**src/rtl/qpsk_frame_sync.sv**
```systemverilog
// Frame synchroniser for the demodulated QPSK bit stream.
// Hunts for HEADER, collects PAYLOAD_BYTES bytes plus an additive checksum,
// and keeps alignment through isolated bad frames with a flywheel.
module qpsk_frame_sync #(
  parameter logic [7:0]  HEADER        = 8'hcc,
  parameter int unsigned PAYLOAD_BYTES = 3,
  parameter int unsigned LOCK_FRAMES   = 2,
  parameter int unsigned LOSS_FRAMES   = 3
) (
  input  logic                       clk,
  input  logic                       rst,
  input  logic                       bit_in,
  input  logic                       bit_vld,
  output logic [8*PAYLOAD_BYTES-1:0] para_out,
  output logic                       frame_vld,
  output logic                       chk_err,
  output logic                       hdr_err,
  output logic                       locked,
  output logic [15:0]                err_cnt
);

  // Payload bytes followed by the checksum byte.
  localparam int unsigned FrameBits = 8 * (PAYLOAD_BYTES + 1);
  localparam int unsigned CntW      = $clog2(FrameBits + 1);

  typedef enum logic [1:0] {StHunt, StRecv, StSync} state_e;

  state_e               state;
  logic [7:0]           window;
  logic [CntW-1:0]      bit_cnt;
  logic [FrameBits-1:0] frame_sr;
  logic [3:0]           good_run;
  logic [3:0]           bad_run;

  logic [7:0]           window_next;
  logic [FrameBits-1:0] frame_next;
  logic [7:0]           sum;
  logic                 last_bit;
  logic                 sync_done;
  logic                 chk_ok;
  logic [3:0]           good_inc;
  logic [3:0]           bad_inc;
  logic                 lose;

  assign window_next = {window[6:0], bit_in};
  assign frame_next  = {frame_sr[FrameBits-2:0], bit_in};
  assign last_bit    = (bit_cnt == CntW'(FrameBits - 1));
  assign sync_done   = (bit_cnt == CntW'(7));
  assign chk_ok      = (sum == frame_next[7:0]);
  assign good_inc    = (good_run == 4'(LOCK_FRAMES)) ? good_run : good_run + 4'd1;
  assign bad_inc     = bad_run + 4'd1;
  // Only a locked receiver counts bad frames towards losing lock.
  assign lose        = locked && (bad_inc == 4'(LOSS_FRAMES));

  // Checksum over the payload including the bit arriving this cycle.
  always_comb begin
    sum = 8'h00;
    for (int i = 0; i < int'(PAYLOAD_BYTES); i++) begin
      sum = sum + frame_next[8*(i+1) +: 8];
    end
  end

  // Frame FSM with registered pulses, payload, lock and error counter.
  always_ff @(posedge clk) begin
    if (rst) begin
      state     <= StHunt;
      window    <= 8'h00;
      bit_cnt   <= '0;
      frame_sr  <= '0;
      good_run  <= 4'd0;
      bad_run   <= 4'd0;
      para_out  <= '0;
      frame_vld <= 1'b0;
      chk_err   <= 1'b0;
      hdr_err   <= 1'b0;
      locked    <= 1'b0;
      err_cnt   <= 16'h0000;
    end else begin
      frame_vld <= 1'b0;
      chk_err   <= 1'b0;
      hdr_err   <= 1'b0;
      if (bit_vld) begin
        unique case (state)
          StHunt: begin
            window <= window_next;
            if (window_next == HEADER) begin
              bit_cnt <= '0;
              state   <= StRecv;
            end
          end
          StRecv: begin
            frame_sr <= frame_next;
            bit_cnt  <= bit_cnt + CntW'(1);
            if (last_bit) begin
              bit_cnt <= '0;
              window  <= 8'h00;
              if (chk_ok) begin
                para_out  <= frame_next[FrameBits-1:8];
                frame_vld <= 1'b1;
                bad_run   <= 4'd0;
                good_run  <= good_inc;
                if (locked || (good_inc == 4'(LOCK_FRAMES))) begin
                  locked <= 1'b1;
                  state  <= StSync;
                end else begin
                  state <= StHunt;
                end
              end else begin
                chk_err  <= 1'b1;
                good_run <= 4'd0;
                if (err_cnt != 16'hffff) err_cnt <= err_cnt + 16'd1;
                if (lose) begin
                  locked  <= 1'b0;
                  bad_run <= 4'd0;
                  state   <= StHunt;
                end else if (locked) begin
                  bad_run <= bad_inc;
                  state   <= StSync;
                end else begin
                  state <= StHunt;
                end
              end
            end
          end
          StSync: begin
            window  <= window_next;
            bit_cnt <= bit_cnt + CntW'(1);
            if (sync_done) begin
              bit_cnt <= '0;
              if (window_next == HEADER) begin
                state <= StRecv;
              end else begin
                hdr_err  <= 1'b1;
                good_run <= 4'd0;
                if (err_cnt != 16'hffff) err_cnt <= err_cnt + 16'd1;
                if (lose) begin
                  locked  <= 1'b0;
                  bad_run <= 4'd0;
                  window  <= 8'h00;
                  state   <= StHunt;
                end else begin
                  // Assume the header slot was corrupted and keep the frame.
                  bad_run <= bad_inc;
                  state   <= StRecv;
                end
              end
            end
          end
          default: state <= StHunt;
        endcase
      end
    end
  end

endmodule

```
**config.mk**
```make
export PLATFORM = sky130hd
export DESIGN_NAME = qpsk_frame_sync
export DESIGN_NICKNAME = d
export VERILOG_FILES = /design/src/rtl/qpsk_frame_sync.sv
export SDC_FILE = /design/constraint.sdc
export NUM_CORES = 1
export LEC_CHECK = 0
export BUFFER_PORTS_ARGS = -buffer_cell sky130_fd_sc_hd__buf_2
export CAP_MARGIN = 20
export CORE_MARGIN = 2
export CORE_UTILIZATION = 50
export CTS_CLUSTER_SIZE = 10
export DETAILED_ROUTE_END_ITERATION = 6
export GPL_TIMING_DRIVEN = 0
export PLACE_DENSITY = 0.76
export SLEW_MARGIN = 20
export SYNTH_ARGS = -nofsm -noshare
export SYNTH_HDL_FRONTEND = slang
export SYNTH_SLANG_ARGS = --single-unit
export TNS_END_PERCENT = 30
```
**constraint.sdc**
```tcl
create_clock -name clk -period 4.4 [get_ports clk]
set_input_delay 0.88 -clock clk [delete_from_list [all_inputs] [get_ports clk]]
set_output_delay 0.88 -clock clk [all_outputs]
set_load 0.05 [all_outputs]
```
==> flow_summary.rst <==
.. list-table::
   :header-rows: 1

   * - Metric
     - Value
   * - Proportion of power drawn by the clock network
     - a little under two fifths
   * - Distinct cell type count of the synthesized netlist
     - between 50 and 60
   * - Global routing usage summed across all routing layers
     - between 20% and 30%
   * - DRC violations left
     - 0
   * - Share of the synthesized area in the top cell type
     - 41.1%
   * - CTS tree
     - yes
   * - Gate count of the mapped netlist
     - 560
   * - Count of nets left with antenna violations after detail routing
     - 0
   * - Critical path required time
     - 4.65 ns
   * - Worst Setup Start Kind
     - flip-flop
   * - Starting density of the core
     - 51.7%
   * - Ports
     - 48
   * - Biggest area consumer among synthesized cells
     - sky130_fd_sc_hd__dfxtp_1
   * - Largest fanout on the critical path
     - 10
   * - Setup-failing EPs final
     - 0
   * - Die boundary height
     - 102 um
   * - VDD IR max
     - approximately 140 uV
   * - Antenna violations before repair
     - 0
   * - Count of state elements after synthesis
     - 98
   * - Power density over the cells
     - 279 nW/um2
   * - Core area
     - 9240 um2
   * - Time the final worst path needs with I/O delays and setup
     - roughly 3.8 ns
   * - RSZ-0062 raised after global routing
     - no
   * - Number of design-rule violations left by the first detailed-router iteration
     - between 200 and 250
   * - Nets
     - roughly 640
   * - Yosys warning count
     - 0
   * - Async set-or-reset flop fraction in the synthesized netlist
     - 0%
   * - Internal power
     - between 0.001 and 0.0015 W
   * - Vias in the first global route
     - roughly 4,000
   * - Syn Nets
     - ~600
   * - Net switching fraction of the power
     - about a quarter
   * - Proportion of power drawn by flip-flops and latches
     - around three fifths
   * - CTS clock-pin slew for the worst setup and hold paths
     - 0.10 ns
   * - Count of buffers inserted at the top-level ports
     - between 40 and 50
   * - Switching power summed over all nets
     - 0.000364 W
   * - Detail-routed via count per cell
     - 5.58
   * - Crit path kind
     - reg2reg
   * - Mapped cell area
     - 4780 um2
   * - Worst min path class
     - reg2reg
   * - Final-report max-slew violation count
     - 0
   * - Die width
     - 102 um
   * - Critical path data arrival time
     - 4.08 ns
   * - Worst relative slew slack
     - 39.3%
   * - Share of synthesized area occupied by flip-flops and latches
     - 41.1%
   * - Layout cells sized above 1
     - around 12%
   * - Setup slack at placement
     - a little under 0.6 ns
   * - Skew-Pair Late Insertion Delay
     - roughly 0.38 ns
   * - Worst clock skew
     - 0.0152 ns
   * - Final total negative setup slack
     - 0 ns
   * - Number of endpoints with negative hold slack in the final report
     - 0
   * - Number of H-tree branching levels
     - 3
   * - CTS root buf
     - sky130_fd_sc_hd__clkbuf_8
   * - Leftover overflow at the end of global routing
     - 0
   * - Cells resized by post-CTS repair
     - 0
   * - Area grow syn2layout
     - 12.1%
   * - Post-CTS Setup Bufs
     - 0
   * - Maximum root-to-sink buffer count
     - 2
   * - Main synth FF type
     - sky130_fd_sc_hd__dfxtp_1
   * - Part of the total power dissipated in combinational logic
     - under 10%
   * - Hold-fix buffers, CTS
     - 0
   * - Final GP Congestion
     - 0.930
   * - Wirelength, routed
     - approximately 11,000 um
   * - Max Cap Viol
     - 0
   * - First-pass GRT wire length
     - ~18,000 um
   * - Die Outline Area
     - approximately 10,000 um2
   * - Total clock buffers created by CTS
     - 9
   * - Number of synthesized flops with an enable pin
     - 0
   * - Via count
     - 4,186
   * - Status
     - finished, final reports clean
   * - Transition time at the pin with the least slew margin
     - between 0.8 and 0.9 ns
   * - Half-perimeter wire length after placement
     - 8150 um
   * - Number of diodes
     - 0
   * - Worst path setup slack after routing
     - ~0.57 ns
   * - Peak clock frequency supported by timing
     - ~260 MHz
   * - Number of clock sinks
     - 98
   * - First drt pass iteration count
     - 5
   * - Top cells by area, synth
     - sky130_fd_sc_hd__dfxtp_1 (41%), sky130_fd_sc_hd__nand2_1 (7.4%), sky130_fd_sc_hd__a21oi_1 (6.8%), sky130_fd_sc_hd__mux2i_1 (5.2%), sky130_fd_sc_hd__ha_1 (4.2%)
   * - Share of the cycle needed by the critical path after routing
     - roughly 87%
   * - Maximum number of pins on one net before global-route repair
     - 19
   * - Post-synthesis area per instance
     - approximately 8.5 um2
   * - Type of destination of the critical path
     - flip-flop
   * - Leakage Power
     - 1.98 nW
   * - Site Rows
     - 35
   * - Routed wire length per instance
     - 14.5 um
## final timing paths
path / to / startpoint / cells after the start / slack, ns
hold reg to reg: window[6] / window[6] / 2 / 0.48
hold / removal: window[6] / window[6] / 2 / 0.48
setup reg to reg: err_cnt[1] / frame_sr[24] / 12 / 0.57
setup / recovery: err_cnt[1] / frame_sr[24] / 12 / 0.57
## kinds of logic after synthesis
| group | synth area share, % |
|---|---|
| simple gates | 22.9 |
| flops | 41.1 |
| buf+inv | 3.93 |
| compound gates | 15.8 |
| mux | 5.48 |
| xor+xnor | 3.22 |
| fa+ha+maj | 7.55 |
## routing by layer
layer	routed length, um	vias up	track usage, %
met3	539	22	3.93
met1	5180	1968	29.8
li1	-	2081	-
met2	4940	115	34.7
met4	218	0	9.15
met5	0	-	0
## metrics by stage
stage / area (um2) / hold slack, ns / total power (W) / cells / utilization (%)
after floorplan: 4780 / 0.441 / 0.000937 / 560 / -
after global placement: 5160 / 0.454 / 0.000948 / 734 / 55.9
after detailed placement: 5160 / 0.469 / 0.000949 / 734 / 55.9
after CTS: 5360 / 0.481 / 0.00151 / 750 / 58.0
after global routing: 5360 / 0.506 / 0.00155 / 750 / 58.0
final: 5360 / 0.485 / 0.00150 / 750 / 58.0
## power groups by stage
stage / clock (W) / sequential (W) / combinational [W]
after floorplan: 0 / 0.000911 / 0.0000259
after global placement: 0 / 0.000911 / 0.0000365
after detailed placement: 0 / 0.000911 / 0.0000374
after CTS: 0.000580 / 0.000891 / 0.0000375
after global routing: 0.000618 / 0.000891 / 0.0000421
final: 0.000567 / 0.000891 / 0.0000377
## cells in the final DEF, fill, tap and decap left out, types with 10 or more instances in the layout
cell,n
sky130_fd_sc_hd__nor2_1,46
sky130_fd_sc_hd__nand3_1,12
sky130_fd_sc_hd__clkbuf_1,25
sky130_fd_sc_hd__or3_1,14
sky130_fd_sc_hd__or4_1,11
sky130_fd_sc_hd__ha_1,16
sky130_fd_sc_hd__nand2_1,94
sky130_fd_sc_hd__xnor2_1,11
sky130_fd_sc_hd__mux2i_1,25
sky130_fd_sc_hd__buf_2,48
sky130_fd_sc_hd__inv_1,14
sky130_fd_sc_hd__o21ai_0,21
sky130_fd_sc_hd__a21oi_1,65
sky130_fd_sc_hd__clkbuf_8,10
sky130_fd_sc_hd__dfxtp_1,98
## cells in the mapped netlist, types with 5 or more instances
| cell | count |
|---|---|
| sky130_fd_sc_hd__a21oi_1 | 65 |
| sky130_fd_sc_hd__clkbuf_1 | 25 |
| sky130_fd_sc_hd__dfxtp_1 | 98 |
| sky130_fd_sc_hd__fa_1 | 8 |
| sky130_fd_sc_hd__ha_1 | 16 |
| sky130_fd_sc_hd__inv_1 | 14 |
| sky130_fd_sc_hd__mux2i_1 | 25 |
| sky130_fd_sc_hd__nand2_1 | 94 |
| sky130_fd_sc_hd__nand2b_1 | 7 |
| sky130_fd_sc_hd__nand3_1 | 12 |
| sky130_fd_sc_hd__nand4_1 | 5 |
| sky130_fd_sc_hd__nor2_1 | 46 |
| sky130_fd_sc_hd__nor3_1 | 6 |
| sky130_fd_sc_hd__o21ai_0 | 21 |
| sky130_fd_sc_hd__o31ai_1 | 8 |
| sky130_fd_sc_hd__or3_1 | 14 |
| sky130_fd_sc_hd__or4_1 | 11 |
| sky130_fd_sc_hd__xnor2_1 | 11 |
## final cells by class
type,instances,area (um2)
multi-input combinational,417,2630
clock buffer,10,138
tap,129,161
buffer,31,135
inverter,14,52.6
fill,825,3880
clock inverter,6,55.1
sequential,98,1960
timing repair buffer,45,225
## worst max-delay path, cell delays in order (launching register included)
cell,delay (ns)
sky130_fd_sc_hd__dfxtp_1,0.44
sky130_fd_sc_hd__fa_1,0.45
sky130_fd_sc_hd__ha_1,0.24
sky130_fd_sc_hd__fa_1,0.42
sky130_fd_sc_hd__xor2_1,0.18
sky130_fd_sc_hd__xnor2_1,0.14
sky130_fd_sc_hd__nand4_1,0.11
sky130_fd_sc_hd__or3_1,0.37
sky130_fd_sc_hd__clkbuf_1,0.25
sky130_fd_sc_hd__o311ai_2,0.52
sky130_fd_sc_hd__buf_2,0.33
sky130_fd_sc_hd__mux2i_1,0.21
sky130_fd_sc_hd__nor2_1,0.05
## state kept, by name (all words and copies together) (netlist names)
register / count
frame_sr: 31
para_out: 24
err_cnt: 16
window: 7
bit_cnt: 6
bad_run: 4
good_run: 4
state: 2
chk_err: 1
frame_vld: 1
hdr_err: 1
locked: 1
Note: power is estimated with default switching activity, not from simulation.
